**config.mk**
```make
export PLATFORM = sky130hd
export DESIGN_NAME = uart_brg_os
export DESIGN_NICKNAME = d
export VERILOG_FILES = /design/src/rtl/uart_brg_os.sv
export SDC_FILE = /design/constraint.sdc
export NUM_CORES = 1
export LEC_CHECK = 0
export ABC_AREA = 1
export CAP_MARGIN = 20
export CELL_PAD_IN_SITES_DETAIL_PLACEMENT = 1
export CELL_PAD_IN_SITES_GLOBAL_PLACEMENT = 2
export CORE_MARGIN = 1
export CORE_UTILIZATION = 34
export CTS_CLUSTER_SIZE = 20
export DETAILED_ROUTE_END_ITERATION = 10
export HOLD_SLACK_MARGIN = 0.15
export PLACE_DENSITY_LB_ADDON = 0.12
export REMOVE_ABC_BUFFERS = 1
export SLEW_MARGIN = 20
export SYNTH_ARGS = -nofsm -noshare
export SYNTH_HDL_FRONTEND = slang
export SYNTH_SLANG_ARGS = --single-unit
```
**constraint.sdc**
```tcl
create_clock -name Clk -period 4.3 [get_ports Clk]
set_input_delay 0.86 -clock Clk [delete_from_list [all_inputs] [get_ports Clk]]
set_output_delay 0.86 -clock Clk [all_outputs]
set_load 0.03 [all_outputs]
```
**src/rtl/uart_brg_os.sv**
```systemverilog
// uart_brg_os: fractional baud-rate generator producing os_tick, baud_tick and mid-bit strobe.
// Define UART_BRG_MIDBIT_EN to enable the mid_tick strobe; otherwise mid_tick is tied low.
module uart_brg_os #(
    parameter  int PRE_W   = 16,
    parameter  int FRAC_W  = 4,
    parameter  int OS_RATE = 16,
    localparam int OS_W    = $clog2(OS_RATE)
) (
    input  logic             Clk,
    input  logic             Rst_n,
    input  logic             En,
    input  logic             Sync,
    input  logic [PRE_W-1:0] Prescale,
    output logic             os_tick,
    output logic             baud_tick,
    output logic             mid_tick,
    output logic [OS_W-1:0]  os_phase
);

    localparam int INT_W = PRE_W - FRAC_W;

    localparam logic [0:0] S_IDLE = 1'b0;
    localparam logic [0:0] S_RUN  = 1'b1;

    localparam logic [OS_W-1:0] PH_LAST = OS_W'(OS_RATE - 1);

    logic [0:0]        r_state;
    logic [PRE_W-1:0]  r_pre;
    logic [INT_W-1:0]  r_cnt;
    logic [FRAC_W-1:0] r_acc;
    logic              r_ovf;
    logic [OS_W-1:0]   r_phase;
    logic              r_os;
    logic              r_baud;

    logic [INT_W-1:0]  w_in_int;
    logic [INT_W-1:0]  w_act_int;
    logic [INT_W-1:0]  w_next_int;
    logic [PRE_W-1:0]  w_next_pre;
    logic [FRAC_W:0]   w_sum;
    logic              w_load;
    logic              w_tick;
    logic              w_wrap;
    logic [OS_W-1:0]   w_phase_nxt;

    // The bit-boundary tick switches to the freshly shadowed prescale, so the
    // period following baud_tick already uses the new integer and fraction.
    always_comb begin
        w_in_int = Prescale[PRE_W-1:FRAC_W];
        if (w_in_int == '0) w_in_int = INT_W'(1);
        w_act_int = r_pre[PRE_W-1:FRAC_W];
        if (w_act_int == '0) w_act_int = INT_W'(1);
        w_load      = (r_state == S_IDLE) || Sync;
        w_tick      = (r_state == S_RUN) && !r_ovf && (r_cnt == '0);
        w_wrap      = w_tick && (r_phase == PH_LAST);
        w_next_pre  = w_wrap ? Prescale : r_pre;
        w_next_int  = w_wrap ? w_in_int : w_act_int;
        w_sum       = {1'b0, r_acc} + {1'b0, w_next_pre[FRAC_W-1:0]};
        w_phase_nxt = w_wrap ? '0 : r_phase + 1'b1;
    end

    always_ff @(posedge Clk) begin
        if (!Rst_n || !En) begin
            r_state <= S_IDLE;
            r_pre   <= '0;
            r_cnt   <= '0;
            r_acc   <= '0;
            r_ovf   <= 1'b0;
            r_phase <= '0;
            r_os    <= 1'b0;
            r_baud  <= 1'b0;
        end else if (w_load) begin
            r_state <= S_RUN;
            r_pre   <= Prescale;
            r_cnt   <= w_in_int - 1'b1;
            r_acc   <= '0;
            r_ovf   <= 1'b0;
            r_phase <= '0;
            r_os    <= 1'b0;
            r_baud  <= 1'b0;
        end else begin
            r_os   <= w_tick;
            r_baud <= w_wrap;
            // A fraction carry costs one stall cycle before counting resumes.
            if (r_ovf) begin
                r_ovf <= 1'b0;
            end else if (r_cnt != '0) begin
                r_cnt <= r_cnt - 1'b1;
            end else begin
                r_pre   <= w_next_pre;
                r_cnt   <= w_next_int - 1'b1;
                r_acc   <= w_sum[FRAC_W-1:0];
                r_ovf   <= w_sum[FRAC_W];
                r_phase <= w_phase_nxt;
            end
        end
    end

`ifdef UART_BRG_MIDBIT_EN
    localparam logic [OS_W-1:0] PH_MID = OS_W'(OS_RATE / 2);

    logic r_mid;

    always_ff @(posedge Clk) begin
        if (!Rst_n || !En || w_load) begin
            r_mid <= 1'b0;
        end else begin
            r_mid <= w_tick && (w_phase_nxt == PH_MID);
        end
    end

    assign mid_tick = r_mid;
`else
    assign mid_tick = 1'b0;
`endif

    assign os_tick   = r_os;
    assign baud_tick = r_baud;
    assign os_phase  = r_phase;

endmodule

```
# ---- After elaboration in Yosys (flattened, before gate mapping)
# Cells that the tools add are included.
dict set report word_totals {
  regBits 40
  latchBits 0
  ram_bits 0
  romBits 0
  input_bits 20
  output_inout_bits 7
  word_cells 49
  memories 0
}
dict set report op_classes {
  add_sub_neg 5
  n_mul 0
  n_div 0
  magnitude_cmp 0
  n_eq_ne 3
  shift 0
  n_mux 11
  bitwise 3
  n_reduce_logical 18
}
# operator n
set ops {}
lappend ops {{two-way mux 12 bit} 6}
lappend ops {{two-way mux 16 bit} 4}
lappend ops {{zero test 12 bit} 3}
lappend ops {{subtractor 12 x 1 -> 12 bit (second input constant)} 3}
lappend ops {{nonzero test 12 bit} 1}
lappend ops {{adder 4 x 4 -> 5 bit} 1}
lappend ops {{adder 4 x 1 -> 4 bit (second input constant)} 1}
lappend ops {{== test 4 bit (second input constant)} 1}
lappend ops {{two-way mux 4 bit} 1}
lappend ops {{AND reduction 2 bit} 2}
lappend ops {{OR reduction 4 bit} 1}
lappend ops {{logical AND 1 bit} 3}
lappend ops {{zero test 1 bit} 3}
lappend ops {{inverter 1 bit} 3}
lappend ops {{AND reduction 3 bit} 1}
lappend ops {{logical OR 1 bit} 2}
lappend ops {{!= test 2 x 1 -> 1 bit (second input constant)} 1}
lappend ops {{!= test 2 bit (second input constant)} 1}
lappend ops {{nonzero test 2 bit} 1}
lappend ops {{OR reduction 2 bit} 1}

# ---- Logic depth before layout (Yosys ltp)
dict set report logic_depth {
  depth_word 9
  ltp_mapped 16
  mapped_depth_nobuf 16
}

# ---- Least setup slack after synthesis
# OpenSTA, ideal clock, no wires.
dict set report synth_timing {
  path_kind {register to register}
  startpoint {reg r_phase[0] (netlist: os_phase[0])}
  endpoint {reg r_acc[3]}
  setup_time_ns 0.127
  t_arrival_ns 2.371
  required_ns 4.173
  path_slack_ns 1.802
  stages_incl_launch_ff 13
  n_path_buf 1
  synth_period_minus_slack_ns 2.498
  cell_sequence {dfxtp_1 -> ha_1 -> nand3_1 -> inv_1 -> nand4_4 -> buf_6 -> o21ai_0 -> inv_1 -> ha_1 -> a21oi_1 -> o21ai_0 -> xnor2_1 -> a21oi_1}
}
dict set report synth_between {
  elab_chain_cells 4
}
# element line
set synth_lines {}
lappend synth_lines {{from (decl)} 32} ;# logic [OS_W-1:0] r_phase;
lappend synth_lines {{from (signal assigned)} 94} ;# r_phase <= w_phase_nxt;
lappend synth_lines {{== test 4 bit} 55} ;# w_wrap = w_tick && (r_phase == PH_LAST);
lappend synth_lines {{logical AND 1 bit} 55}
lappend synth_lines {{two-way mux 16 bit} 56} ;# w_next_pre = w_wrap ? Prescale : r_pre;
lappend synth_lines {{adder 4 x 4 -> 5 bit} 58} ;# w_sum = {1'b0, r_acc} + {1'b0, w_next_pre[FRAC_W-1:0]};
lappend synth_lines {{to (signal assigned)} 92} ;# r_acc <= w_sum[FRAC_W-1:0];
lappend synth_lines {{to (decl)} 30} ;# logic [FRAC_W-1:0] r_acc;
# Every way passes these cells. The select of a mux whose other input is x is not followed.
# A chain may end at the register's enable or synchronous reset.

# ---- Worst setup path in the final report
dict set report layout_timing {
  startpoint {reg r_phase[0] (netlist: os_phase[0])}
  endpoint {reg r_ovf}
}
dict set report layout_between {
  elab_chain_cells 4
}
# element line
set layout_lines {}
lappend layout_lines {{== test 4 bit} 55}
lappend layout_lines {{logical AND 1 bit} 55}
lappend layout_lines {{two-way mux 16 bit} 56}
lappend layout_lines {{adder 4 x 4 -> 5 bit} 58}
lappend layout_lines {{to (signal assigned)} 93} ;# r_ovf <= w_sum[FRAC_W];
lappend layout_lines {{to (decl)} 31} ;# logic r_ovf;
# Every way passes these cells. The select of a mux whose other input is x is not followed.

==> summary.md <==
| Metric | Value |
|---|---|
| Routing usage on met1 | `between 20% and 30%` |
| Core Rows | `30` |
| Power Density | `294 nW/um2` |
| Clk sinks | `40` |
| EDFF count, synth | `0` |
| CTS Buf Count | `5` |
| Resized cells post-CTS | `0` |
| Final #Nets | `407` |
| Clk slew on worst S/H paths | `100 ps` |
| Hold-fix buffers, CTS | `0` |
| Number of global-route vias before repair | `2,285` |
| Async SR Flop Fraction | `0%` |
| Setup violators final | `0` |
| Die width | `86.4 um` |
| Hold depth | `2` |
| Average size of a mapped cell | `about 6.8 um2` |
| CTS tree | `built` |
| Synth area leaders | `dfxtp_1 33%, nand2_1 12%, inv_1 7.8%` |
| DR vias | `2,346` |
| Post-layout util | `41.6%` |
| Input/output buffers | `25` |
| Most frequent cell after synthesis | `nand2_1` |
| Final worst path period share | `66.2%` |
| Grt ovf | `0` |
| Initial Utilization | `35.4%` |
| Sequential-to-total area share from yosys stat | `33.1%` |
| Share of the synthesized area in the top cell type | `33.1%` |
| Synth Instances | `355` |
| Minimum clock period | `2840 ps` |
| Met3 GRT Util | `3.52%` |
| Routed WL | `7230 um` |
| Met2 Use GR | `approximately a third` |
| Max frequency | `between 300 and 400 MHz` |
| Syn Std Cell Area | `2420 um2` |
| Clock Path Buffers | `2` |
| Hold_sp | `r_pre[9]` |
| First-pass GRT wire length | `11,800 um` |
| VDD IR max | `139 uV` |
| Leak | `1.26 nW` |
| Hold_ws | `481 ps` |
| Most used flip-flop cell after synthesis | `dfxtp_1` |
| Unrepaired setup endpoints after global routing | `no` |
| Worst setup SP type | `register` |
| Hold Path Sink | `r_pre[9]` |
| Worst-margin pin slew | `830 ps` |
| Layout area overhead | `17.4%` |
| Antenna violations before repair | `0` |
| GR Util All Layers | `21.1%` |
| Critical Path RT | `4540 ps` |
| Yosys top cell by area | `dfxtp_1` |
| Core Box Area | `6830 um2` |
| Full die area | `roughly 7500 um2` |
| Rel. slew slack | `between 40 and 50%` |
| Layer with the highest usage | `met2` |
| Commonest cells in the synthesized netlist | `75 x nand2_1, 50 x inv_1, 40 x dfxtp_1` |
| Crit Path Class | `register to register` |
| Final setup TNS | `0 ps` |
| Distinct cells, synth | `37` |
| IO Count | `27` |
| RePlAce Congestion | `0.814` |
| Pin count of the biggest net entering global routing | `18` |
| Status | `finished, final reports clean` |
| DP Wirelength | `5520 um` |
| Die H | `86.4 um` |
| Reg2reg start | `os_phase[0]` |
| Worst Skew | `14.6 ps` |
| CP arrival | `3080 ps` |
| Yosys warnings | `0` |
| Ant diodes | `0` |
| R2r endpoint | `r_ovf` |
| Root Driver | `clkbuf_8` |
| Synth Register Bits | `40` |
| H-tree Lvls | `2` |
| Vias/cell | `between 4 and 5` |
| Final hold viol count | `0` |
| Initial DRC Count | `between 80 and 90` |
| Worst skew pair latency | `310 ps` |
| Drt wl/cell | `15.2 um` |
| Layout fillers | `886` |
| Residual DRC | `0` |
| Final number of max-transition violations | `0` |
| Post-CTS setup buffer count | `0` |
| Max-cap violations | `0` |
| Post-DRT Antenna Nets | `0` |
| Detailed Routing Iterations Pass 1 | `4` |
| Share of layout cells above drive strength 1 | `11.8%` |
| Register-to-register path setup slack | `1460 ps` |
| Worst-path maximum fanout | `16` |
| Worst-case reg-to-reg path depth | `13` |
| Worst setup EP type | `register` |
| Worst min path class | `register to register` |
## how the worst max path moves through the flow
stage	to	depth (start not counted)	start	slack [ps]
5_1_grt	r_ovf	13	os_phase[0]	1190
6_report	r_ovf	13	os_phase[0]	1460
3_3_place_gp	r_cnt[6]	14	Prescale[13]	1250
3_5_place_dp	r_cnt[6]	14	Prescale[13]	1250
4_1_cts	r_ovf	13	os_phase[0]	1420
2_1_floorplan	r_cnt[6]	12	Sync	1750
## through the flow
stage	power, mW	instance area [um2]	std cells	worst slack [ps]
floorplan	0.502	2360	346	1750
CTS	0.843	2840	477	1420
global route	0.876	2840	477	1190
global placement	0.559	2740	469	1250
detailed placement	0.560	2740	469	1250
finish	0.834	2840	477	1460
## cell usage in the layout, fill, tap and decap left out, types with 5 or more instances in the layout
cell / instances
nand2_1: 75
inv_1: 50
dfxtp_1: 40
a21oi_1: 37
nor2_1: 32
clkdlybuf4s50_1: 25
o21ai_0: 24
nand3_1: 22
nor2_4: 7
inv_2: 7
ha_1: 6
clkbuf_8: 6
nand2_2: 5
## per-layer routing
layer	share of wire, %	routed length (um)
met1	51	3680
met2	44	3210
met3	3.8	278
met4	0.88	64
met5	0	0
## where the power goes
| group | internal (mW) | switching, mW | leakage, nW | total [mW] |
|---|---|---|---|---|
| clock | 0.130 | 0.152 | 0.0434 | 0.282 |
| combinational | 0.0564 | 0.103 | 0.890 | 0.159 |
| sequential | 0.384 | 0.00878 | 0.327 | 0.392 |
| total | 0.570 | 0.264 | 1.26 | 0.834 |
## logic make-up after synthesis
group,count (synthesis),share of synthesized area [%]
simple gates,162,32.8
compound gates,74,16.8
buf+inv,66,11.4
flops,40,33.1
fa+ha+maj,7,3.93
xor+xnor,5,1.81
other cells,1,0.155
## cell type report
class	count	area, um2	share of cell area, %
Clock buffer	6	82.6	2.91
Clock inverter	2	15.0	0.528
Inverter	57	214	7.53
Multi-Input combinational cell	249	1340	47.3
Sequential cell	40	801	28.2
Tap cell	96	120	4.23
Timing Repair Buffer	27	265	9.34
## sequential cells by signal, indices dropped and copies added, names as in the netlist
register / count
os_tick: 1
os_phase: 4
r_acc: 4
r_ovf: 1
r_state: 1
r_cnt: 12
baud_tick: 1
r_pre: 16
## worst max-delay path, stage by stage (launching register included)
cell     delay (ps)
dfxtp_1         420
ha_1            200
nand3_1         140
inv_1           130
nand4_4         300
inv_2           260
nand2_1          70
nand2_1         100
ha_1            200
inv_1            60
fa_1            390
o21ai_0         210
a21oi_1         130
nor3_1          170
Note: power is estimated with default switching activity, not from simulation.
